File: src/rtl/button_conditioner.sv
// button_conditioner
//
// Per-button debouncer and pulse generator. Each of the N channels takes an
// already-synchronized button level and produces a debounced level, a
// one-cycle press pulse, a one-cycle release pulse and a one-cycle step pulse.
// The step pulse fires on the accepted press and then auto-repeats while the
// button stays held.
//
// Ports:
//   clk           system clock, all state changes on the rising edge
//   reset         asynchronous, active-low; clears all state and outputs
//   btn_in        [N] synchronized button levels, 1 = pressed
//   held          [N] debounced level, 1 = pressed
//   press_pulse   [N] one cycle when a press is accepted
//   release_pulse [N] one cycle when a release is accepted
//   step_pulse    [N] one cycle on accepted press and on each auto-repeat
//   dbg_state     [3*N] per-channel FSM state, channel i in bits [3*i +: 3]
//                 (IDLE=0, DEB_P=1, HOLD=2, RPT=3, DEB_R=4)
//
// Channels are fully independent: each one has its own FSM and counter.
module button_conditioner #(
  parameter int N               = 4,
  parameter int DEBOUNCE_CYCLES = 16,
  parameter int REPEAT_DELAY    = 64,
  parameter int REPEAT_RATE     = 16
) (
  input  logic           clk,
  input  logic           reset,
  input  logic [N-1:0]   btn_in,
  output logic [N-1:0]   held,
  output logic [N-1:0]   press_pulse,
  output logic [N-1:0]   release_pulse,
  output logic [N-1:0]   step_pulse,
  output logic [3*N-1:0] dbg_state
);

  typedef enum logic [2:0] {
    IDLE  = 3'd0,
    DEB_P = 3'd1,
    HOLD  = 3'd2,
    RPT   = 3'd3,
    DEB_R = 3'd4
  } state_t;

  // One counter per channel, sized for the largest terminal value.
  localparam int MAX_A   = (DEBOUNCE_CYCLES > REPEAT_DELAY) ? DEBOUNCE_CYCLES : REPEAT_DELAY;
  localparam int MAX_CNT = (MAX_A > REPEAT_RATE) ? MAX_A : REPEAT_RATE;
  localparam int CW      = $clog2(MAX_CNT + 1);

  localparam logic [CW-1:0] DEB_LAST   = CW'(DEBOUNCE_CYCLES - 1);
  localparam logic [CW-1:0] DELAY_LAST = CW'(REPEAT_DELAY - 1);
  localparam logic [CW-1:0] RATE_LAST  = CW'(REPEAT_RATE - 1);
  localparam logic [CW-1:0] CNT_ONE    = CW'(1);

  state_t        st  [N];
  logic [CW-1:0] cnt [N];

  always_ff @(posedge clk or negedge reset) begin
    if (!reset) begin
      for (int i = 0; i < N; i++) begin
        st[i]  <= IDLE;
        cnt[i] <= '0;
      end
      held          <= '0;
      press_pulse   <= '0;
      release_pulse <= '0;
      step_pulse    <= '0;
    end else begin
      // Pulses are single-cycle: cleared every cycle unless a transition sets them.
      press_pulse   <= '0;
      release_pulse <= '0;
      step_pulse    <= '0;
      for (int i = 0; i < N; i++) begin
        case (st[i])
          IDLE: begin
            if (btn_in[i]) begin
              st[i]  <= DEB_P;
              cnt[i] <= CNT_ONE;
            end
          end
          DEB_P: begin
            if (!btn_in[i]) begin
              // Glitch shorter than the debounce window: drop it silently.
              st[i]  <= IDLE;
              cnt[i] <= '0;
            end else if (cnt[i] == DEB_LAST) begin
              st[i]          <= HOLD;
              cnt[i]         <= '0;
              held[i]        <= 1'b1;
              press_pulse[i] <= 1'b1;
              step_pulse[i]  <= 1'b1;
            end else begin
              cnt[i] <= cnt[i] + CNT_ONE;
            end
          end
          HOLD: begin
            // A falling input takes priority over the repeat terminal count.
            if (!btn_in[i]) begin
              st[i]  <= DEB_R;
              cnt[i] <= CNT_ONE;
            end else if (cnt[i] == DELAY_LAST) begin
              st[i]         <= RPT;
              cnt[i]        <= '0;
              step_pulse[i] <= 1'b1;
            end else begin
              cnt[i] <= cnt[i] + CNT_ONE;
            end
          end
          RPT: begin
            if (!btn_in[i]) begin
              st[i]  <= DEB_R;
              cnt[i] <= CNT_ONE;
            end else if (cnt[i] == RATE_LAST) begin
              cnt[i]        <= '0;
              step_pulse[i] <= 1'b1;
            end else begin
              cnt[i] <= cnt[i] + CNT_ONE;
            end
          end
          DEB_R: begin
            if (btn_in[i]) begin
              // Release bounce: back to held, and the repeat delay starts over.
              st[i]  <= HOLD;
              cnt[i] <= '0;
            end else if (cnt[i] == DEB_LAST) begin
              st[i]            <= IDLE;
              cnt[i]           <= '0;
              held[i]          <= 1'b0;
              release_pulse[i] <= 1'b1;
            end else begin
              cnt[i] <= cnt[i] + CNT_ONE;
            end
          end
          default: begin
            st[i]  <= IDLE;
            cnt[i] <= '0;
          end
        endcase
      end
    end
  end

  for (genvar g = 0; g < N; g++) begin : g_dbg
    assign dbg_state[3*g +: 3] = st[g];
  end

endmodule

File: config.mk
export PLATFORM = sky130hd
export DESIGN_NAME = button_conditioner
export DESIGN_NICKNAME = d
export VERILOG_FILES = /design/src/rtl/button_conditioner.sv
export SDC_FILE = /design/constraint.sdc
export NUM_CORES = 1
export LEC_CHECK = 0
export BUFFER_PORTS_ARGS = -buffer_cell sky130_fd_sc_hd__buf_4
export CAP_MARGIN = 20
export CORE_UTILIZATION = 45
export DETAILED_ROUTE_END_ITERATION = 16
export HOLD_SLACK_MARGIN = 0.15
export PLACE_DENSITY_LB_ADDON = 0.05
export SLEW_MARGIN = 10
export SYNTH_ARGS = -nofsm -noshare
export SYNTH_HDL_FRONTEND = slang
export SYNTH_SLANG_ARGS = --single-unit
export TNS_END_PERCENT = 100
File: constraint.sdc
create_clock -name clk -period 1.88 [get_ports clk]
set_input_delay 0.188 -clock clk [delete_from_list [all_inputs] [get_ports clk]]
set_output_delay 0.188 -clock clk [all_outputs]
set_load 0.02 [all_outputs]
Word level (Yosys, flattened, before mapping)
Index checks and enable logic that the tools add are counted.

storage, ports and cells
  output and inout port bits = 28
  flip-flop bits (word level) = 56
  word-level logic and storage cells = 219
  bits of input ports = 6

cells by class
  reductions and logical operators = 20
  $add $sub $neg = 4
  muxes and demuxes = 120
  equality and inequality tests = 60

operators with widths
  kind                                                  number
  two-way mux 7 bit                                     28
  one-hot mux 7 bit (5 select lines)                    4
  two-way mux 3 bit                                     32
  one-hot mux 3 bit (5 select lines)                    4
  inequality test 2 bit (second input constant)         24
  two-way mux 1 bit                                     44
  AND reduction 5 bit                                   8
  inequality test 3 bit (second input constant)         12
  adder 7 x 1 -> 7 bit (second input constant)          4
  equality test 7 x 4 -> 1 bit (second input constant)  4
  equality test 7 x 6 -> 1 bit (second input constant)  4
  equality test 3 x 2 -> 1 bit (second input constant)  8
  one-hot mux 1 bit (2 select lines)                    8
  equality test 3 x 1 -> 1 bit (second input constant)  4
  equality test 3 bit (second input constant)           4
  logical NOT 3 bit                                     4
  nonzero test 2 bit                                    4
  OR reduction 2 bit                                    4

Logic depth before layout (Yosys ltp)
Gate-level depths: netlist of run 1.

  depth after elaboration = 4
  gate-level depth with buffers = 6
  mapped depth without buffers = 5

Worst setup path after synthesis of run 1
OpenSTA, ideal clock, no wires.

  kind = register to register
  start = register st, in the netlist dbg_state[6]
  end = register cnt[10] in the netlist's numbering
  data arrival time = 1.590 ns
  stages on the path, launching flop included = 5
  slack = 0.210 ns
  setup time = 0.080 ns
  clock period less this slack = 1.670 ns
  data required time = 1.800 ns
  buffers on the path = 0
  path through = dfrtp_1 -> or4b_1 -> a22o_1 -> a211o_1 -> o211ai_2

on the way
  word-level cells in the longest chain between the ends = 2
  elaborated cells between the ends (all ways) = 7
  classes of those cells = 5 x eq/ne; 1 x mux; 1 x reduce/logical

RTL lines
  item                                                                         line  source
  start, declared                                                              55    state_t st [N];
  start signal, assigned by index                                              61    st[i] <= IDLE;
  start signal, assigned by index                                              77    st[i] <= DEB_P;
  start signal, assigned by index                                              84    st[i] <= IDLE;
  equality test 3 bit (tied with other cells)                                  74    case (st[i])
  one-hot mux 7 bit (5 select lines) or inequality test 2 bit (tied branches)  -
  end signal, assigned by index                                                93    cnt[i] <= cnt[i] + CNT_ONE;
  end signal, assigned by index                                                106   cnt[i] <= cnt[i] + CNT_ONE;
  end signal, assigned by index                                                117   cnt[i] <= cnt[i] + CNT_ONE;
  end, declared                                                                56    logic [CW-1:0] cnt [N];

Parallel ways exist; a longest one is shown, timed or not.
A chain may end at the register's enable or synchronous reset.

Final worst setup path of run 1
  start = input port btn_in[2]
  end = register cnt[10] in the netlist's numbering

on the way
  word-level cells in the longest chain between the ends = 2
  elaborated cells between the ends (all ways) = 6
  classes of those cells = 1 x eq/ne; 5 x mux

RTL lines
  item                                         line  source
  start, declared                              29    input logic [N-1:0] btn_in,
  two-way mux 7 bit, on equally long branches  -
  one-hot mux 7 bit (5 select lines)           74
  end signal, assigned by index                93
  end signal, assigned by index                117
  end signal, assigned by index                131   cnt[i] <= cnt[i] + CNT_ONE;

Parallel ways exist; a longest one is shown, timed or not.

==> results of run 1 <==
logic make-up after synthesis:
family                     share of synthesized area
and+or+nand+nor                                0.276
AOI/OAI and AO/OA                              0.207
DFF                                            0.438
buffers and inverters                         0.0379
xor gates and xnor gates                      0.0137
muxes                                         0.0125
adders and majority gates                     0.0156
cells in the final DEF, fill, tap and decap left out, types with 8 or more instances in the layout:
cell / count
nor2_1: 34
a31oi_1: 8
nor2b_1: 9
nand2_1: 41
o21ai_0: 15
buf_4: 49
o21ai_1: 10
dfrtp_1: 56
a21oi_1: 14
nand3_1: 17
nor3_1: 14
power breakdown:
| part | total (mW) | internal [mW] | leakage, nW | switching, mW |
|---|---|---|---|---|
| registers | 1.29 | 1.24 | 0.745 | 0.0448 |
| logic | 0.277 | 0.116 | 0.843 | 0.160 |
| clock network | 0.787 | 0.396 | 0.0552 | 0.391 |
| total | 2.35 | 1.75 | 1.64 | 0.596 |
sequential cells by signal, summed over array words and instances, names as in the netlist:
signal         flops
held               4
press_pulse        4
cnt               28
release_pulse      4
dbg_state         12
step_pulse         4
how the worst max path moves through the flow:
stage	endpoint	cells after the start	slack, ns
final	cnt[10]$_DFFE_PN0N_	6	0.08
after global routing	cnt[17]$_DFFE_PN0N_	5	0.04
after CTS	cnt[17]$_DFFE_PN0N_	5	0.07
after detailed placement	cnt[17]$_DFFE_PN0N_	5	0.09
after global placement	cnt[17]$_DFFE_PN0N_	5	0.21
after floorplan	cnt[10]$_DFFE_PN0N_	4	0.21
stage by stage:
stage	instances	hold slack, ns	worst slack, ns	util
finish	496	0.463	0.0820	0.551
floorplan	359	-0.108	0.210	-
CTS	496	0.495	0.0658	0.548
detailed placement	483	0.297	0.0948	0.525
global placement	483	0.293	0.208	0.525
global route	496	0.552	0.0404	0.551
timing repair:
item | in CTS | in global routing
hold endpoints to repair | 62 | 0
resized for setup | 0 | 3
buffers inserted | 0 | 0
setup endpoints to repair | 0 | 4
hold buffers | 5 | 0
critical path, stage by stage:
cell           delay (ns)
dlygate4sd3_1        0.54
buf_4                0.17
or4b_1               0.47
a22o_1               0.27
a211o_1              0.32
o211ai_2             0.07
layout make-up:
type                    count  area (um^2)
clock buffers               6         72.6
clock inverters             2         35.0
fillers                   646         3070
inverters                   6         22.5
multi-input cells         276         1690
flip-flops and latches     56         1400
well taps                  96          120
repair buffers             54          418
layer usage:
| layer | part of all wire | GRT usage |
|---|---|---|
| met1 | 0.49 | 0.274 |
| met2 | 0.47 | 0.305 |
| met3 | 0.037 | 0.0267 |
| met4 | 0.0079 | 0.0470 |
| met5 | 0 | 0 |
==> impl_metrics.csv, run 1 <==
group,metric,value,unit
route,drt_first_pass_iters,4,
timing,rsz0062_at_grt,"no",
timing,slew_headroom,0.527,
critical_path,crit_path_start,"btn_in[2]",
min_path,hold_path_class,"in2async",
die,fp.dieW,86.3,um
die,io_pins,34,
clock_network,path_clk_slew,0.10,ns
critical_path,rr_startpoint,"cnt[0]$_DFFE_PN0N_",
synth,syn_nets,369,
die,core,6830,um^2
final_layout,diodes,0,
power_and_ir_drop,ir_drop,278,uV
critical_path,reg2regPathDepth,5,
power_and_ir_drop,powerDensity,625,nW/um^2
status,outcome,"finished, final reports clean",
placed_design,placed_cell_area,3590,um^2
timing,tightest_slew,0.709,ns
synth,synthArstFlopShare,1.00,
clock_network,cts_buffers,5,
route,via_per_inst,5.60,
timing,tns,0,ns
placed_design,io_buffers,33,
synth,ys.flop_type,"dfrtp_1",
critical_path,critPathKind,"in2reg",
critical_path,worstSetupEndpointType,"register",
clock_network,cts_tree,"built",
synth,synth_top_area_cell,"dfrtp_1",
die,row_count,30,
timing,min_period,1.80,ns
die,fp.dieArea,7450,um^2
critical_path,path_max_fanout,11,
clock_network,h-tree-depth,2,
critical_path,r2r-end,"cnt[3]$_DFFE_PN0N_",
global_routing,grt_usage,0.191,
clock_network,clock_path_buffers,2,
critical_path,r2r_slack,0.18,ns
power_and_ir_drop,leakage,1.64,nW
synth,ys_warn_count,0,
final_layout,syn2layout_area_growth,17.6,%
synth,synth_edf_count,0,
synth,synth_top_area_frac,0.438,
route,routedWlPerCell,13.6,um
timing,fin_crit_sh,0.956,
critical_path,critPathLaunchType,"primary input",
synth,ys_top_cells_by_count,"dfrtp_1 (56), nand2_1 (41), nor2_1 (34)",
global_routing,grt_overflow,0,
synth,synth.most_common_cell,"dfrtp_1",
placed_design,gp_routability_congestion,0.834,
clock_network,cts_num_sinks,56,
global_routing,grt_pass1_vias,2551,
synth,synthTopCellsByArea,"dfrtp_1 (44%), nand2_1 (4.8%), nor2_1 (4.0%), nand3_1 (2.7%), nor3_1 (2.5%)",
placed_design,hpwlAfterDp,4760,um
synth,netlist_area,3200,um^2
synth,syn_inst,359,
final_layout,fin_area,3760,um^2
global_routing,antenna_found_initial,0,
global_routing,grt_max_degree,57,
die,initial_core_util,0.468,
timing,max_freq,556,MHz
flow_run,drv_cap,0,
route,drcViolationCount,0,
synth,synth.distinct_cells,62,
final_layout,finalNetCount,409,
clock_network,clk_latency,0.30,ns
synth,ys_seq_elements,56,
clock_network,clockRootBuffer,"clkbuf_8",
global_routing,grt_pass1_wl,11600,um
route,drtAntennaViolNets,0,
synth,ys_seq_area_frac,0.438,
timing,finalClockSkew,0.00389,ns
route,drt_iter0_markers,98,
power_and_ir_drop,power,2.35,mW
die,die_h,86.3,um
route,routed_wl,6750,um
timing,slew_violations,0,
synth,syn_avg_cell_area,8.91,um^2
timing,hold_viol_final,0,
critical_path,worst_ep_arrival_time,2.03,ns
route,via_count,2778,
final_layout,post_route_cells_drive_above_1_share,0.190,
critical_path,cp.required,2.11,ns
timing,setup_viol,0,
Note: power is estimated with default switching activity, not from simulation.
==> run 2: changes to the inputs <==
Settings changed: BUFFER_PORTS_ARGS -buffer_cell sky130_fd_sc_hd__buf_4 to -buffer_cell sky130_fd_sc_hd__buf_2, HOLD_SLACK_MARGIN 0.15 to 0.1.
==> impl_metrics.csv, run 2 (synthesis results as in run 1) <==
group,metric,value,unit
final_layout,syn2layout_area_growth,15.3,%
timing,slew_headroom,0.595,
timing,fin_crit_sh,0.924,
power_and_ir_drop,power,2.39,mW
clock_network,path_clk_slew,0.11,ns
die,row_count,30,
timing,finalClockSkew,0.0121,ns
route,drt_iter0_markers,93,
die,fp.dieArea,7450,um^2
critical_path,path_max_fanout,6,
global_routing,antenna_found_initial,0,
die,core,6830,um^2
timing,slew_violations,0,
final_layout,post_route_cells_drive_above_1_share,0.201,
clock_network,h-tree-depth,2,
die,fp.dieW,86.3,um
final_layout,instances_no_fill,495,
critical_path,critPathKind,"reg2reg",
clock_network,clock_path_buffers,2,
power_and_ir_drop,powerDensity,648,nW/um^2
power_and_ir_drop,leakage,1.65,nW
global_routing,grt_pass1_vias,2542,
critical_path,worstSetupEndpointType,"register",
route,drcViolationCount,0,
timing,setup_viol,0,
final_layout,finalNetCount,408,
die,io_pins,34,
placed_design,dp_worst_setup_slack,0.0639,ns
timing,tns,0,ns
final_layout,final_common_cell,"dfrtp_1",
final_layout,mostFrequentLayoutCells,"dfrtp_1 (56), nand2_1 (41), nor2_1 (34)",
timing,setup_ws,0.143,ns
clock_network,cts_buffers,5,
final_layout,top_register,"cnt",
route,via_per_inst,5.60,
final_layout,largest_reg_flops,28,
placed_design,hpwlAfterDp,4750,um
route,drtAntennaViolNets,0,
critical_path,critPathLaunchType,"register",
die,initial_core_util,0.468,
timing,hold_ws,0.165,ns
clock_network,clockRootBuffer,"clkbuf_8",
timing,rsz0062_at_grt,"no",
global_routing,grt_max_degree,57,
critical_path,cp.required,2.12,ns
global_routing,grt_usage,0.192,
placed_design,gp_routability_congestion,0.793,
power_and_ir_drop,ir_drop,284,uV
clock_network,cts_num_sinks,56,
route,routedWlPerCell,13.5,um
timing,min_period,1.74,ns
global_routing,grt_pass1_wl,11700,um
timing,hold_viol_final,0,
clock_network,clk_latency,0.31,ns
timing,max_freq,576,MHz
placed_design,placedCellCount,486,
global_routing,grt_overflow,0,
final_layout,final_core_util,0.540,
final_layout,diodes,0,
critical_path,worst_ep_arrival_time,1.98,ns
status,outcome,"finished, final reports clean",
route,routed_wl,6670,um
placed_design,io_buffers,33,
clock_network,cts_tree,"built",
flow_run,drv_cap,0,
final_layout,fin_area,3690,um^2
timing,tightest_slew,0.602,ns
placed_design,placed_cell_area,3540,um^2
die,die_h,86.3,um
route,drt_first_pass_iters,4,
min_path,hold_path_class,"in2reg",
route,via_count,2770,
==> run 2: area by class of cell <==
cell class                      instances  area (um^2)
Sequential cell                        56         1400
Clock inverter                          2         38.8
Multi-Input combinational cell        276         1690
Clock buffer                            6         82.6
Timing Repair Buffer                   53          330
Inverter                                6         22.5
Fill cell                             656         3140
Tap cell                               96          120
==> run 2: routing by layer <==
layer  wire length, um  global-route usage  part of all wire
met4                64              0.0545            0.0096
met2              3110               0.306              0.47
met5                 0                   0                 0
met1              3240               0.274              0.49
met3               249              0.0267             0.037
==> run 2: critical path: stages (launching register included) <==
cell	delay (ns)
dfrtp_1	0.43
ha_1	0.25
and4b_1	0.25
a31oi_1	0.40
nor2_2	0.14
o22ai_1	0.19
==> run 2: path summary, 6_finish.rpt <==
path	startpoint	end	slack (ns)	cells past startpoint
max	cnt[14]$_DFFE_PN0N_	cnt[18]$_DFFE_PN0N_	0.14	5
min	btn_in[3]	dbg_state[11]$_DFFE_PN0P_	0.17	2
max reg2reg	cnt[14]$_DFFE_PN0N_	cnt[18]$_DFFE_PN0N_	0.14	5
min reg2reg	held[3]$_DFFE_PN0P_	held[3]$_DFFE_PN0P_	0.50	2
max in group asynchronous	reset	cnt[25]$_DFFE_PN0N_	1.23	3
min in group asynchronous	reset	cnt[6]$_DFFE_PN0N_	0.40	3
==> run 2: timing repair <==
item,CTS,global route
setup endpoints to repair,0,9
gates resized for setup,0,3
hold buffers,1,0
buffers inserted,0,0
hold endpoints to repair,56,0
==> run 2: power breakdown <==
part | switching (mW) | internal, mW
clock network | 0.400 | 0.436
logic | 0.158 | 0.107
registers | 0.0453 | 1.24
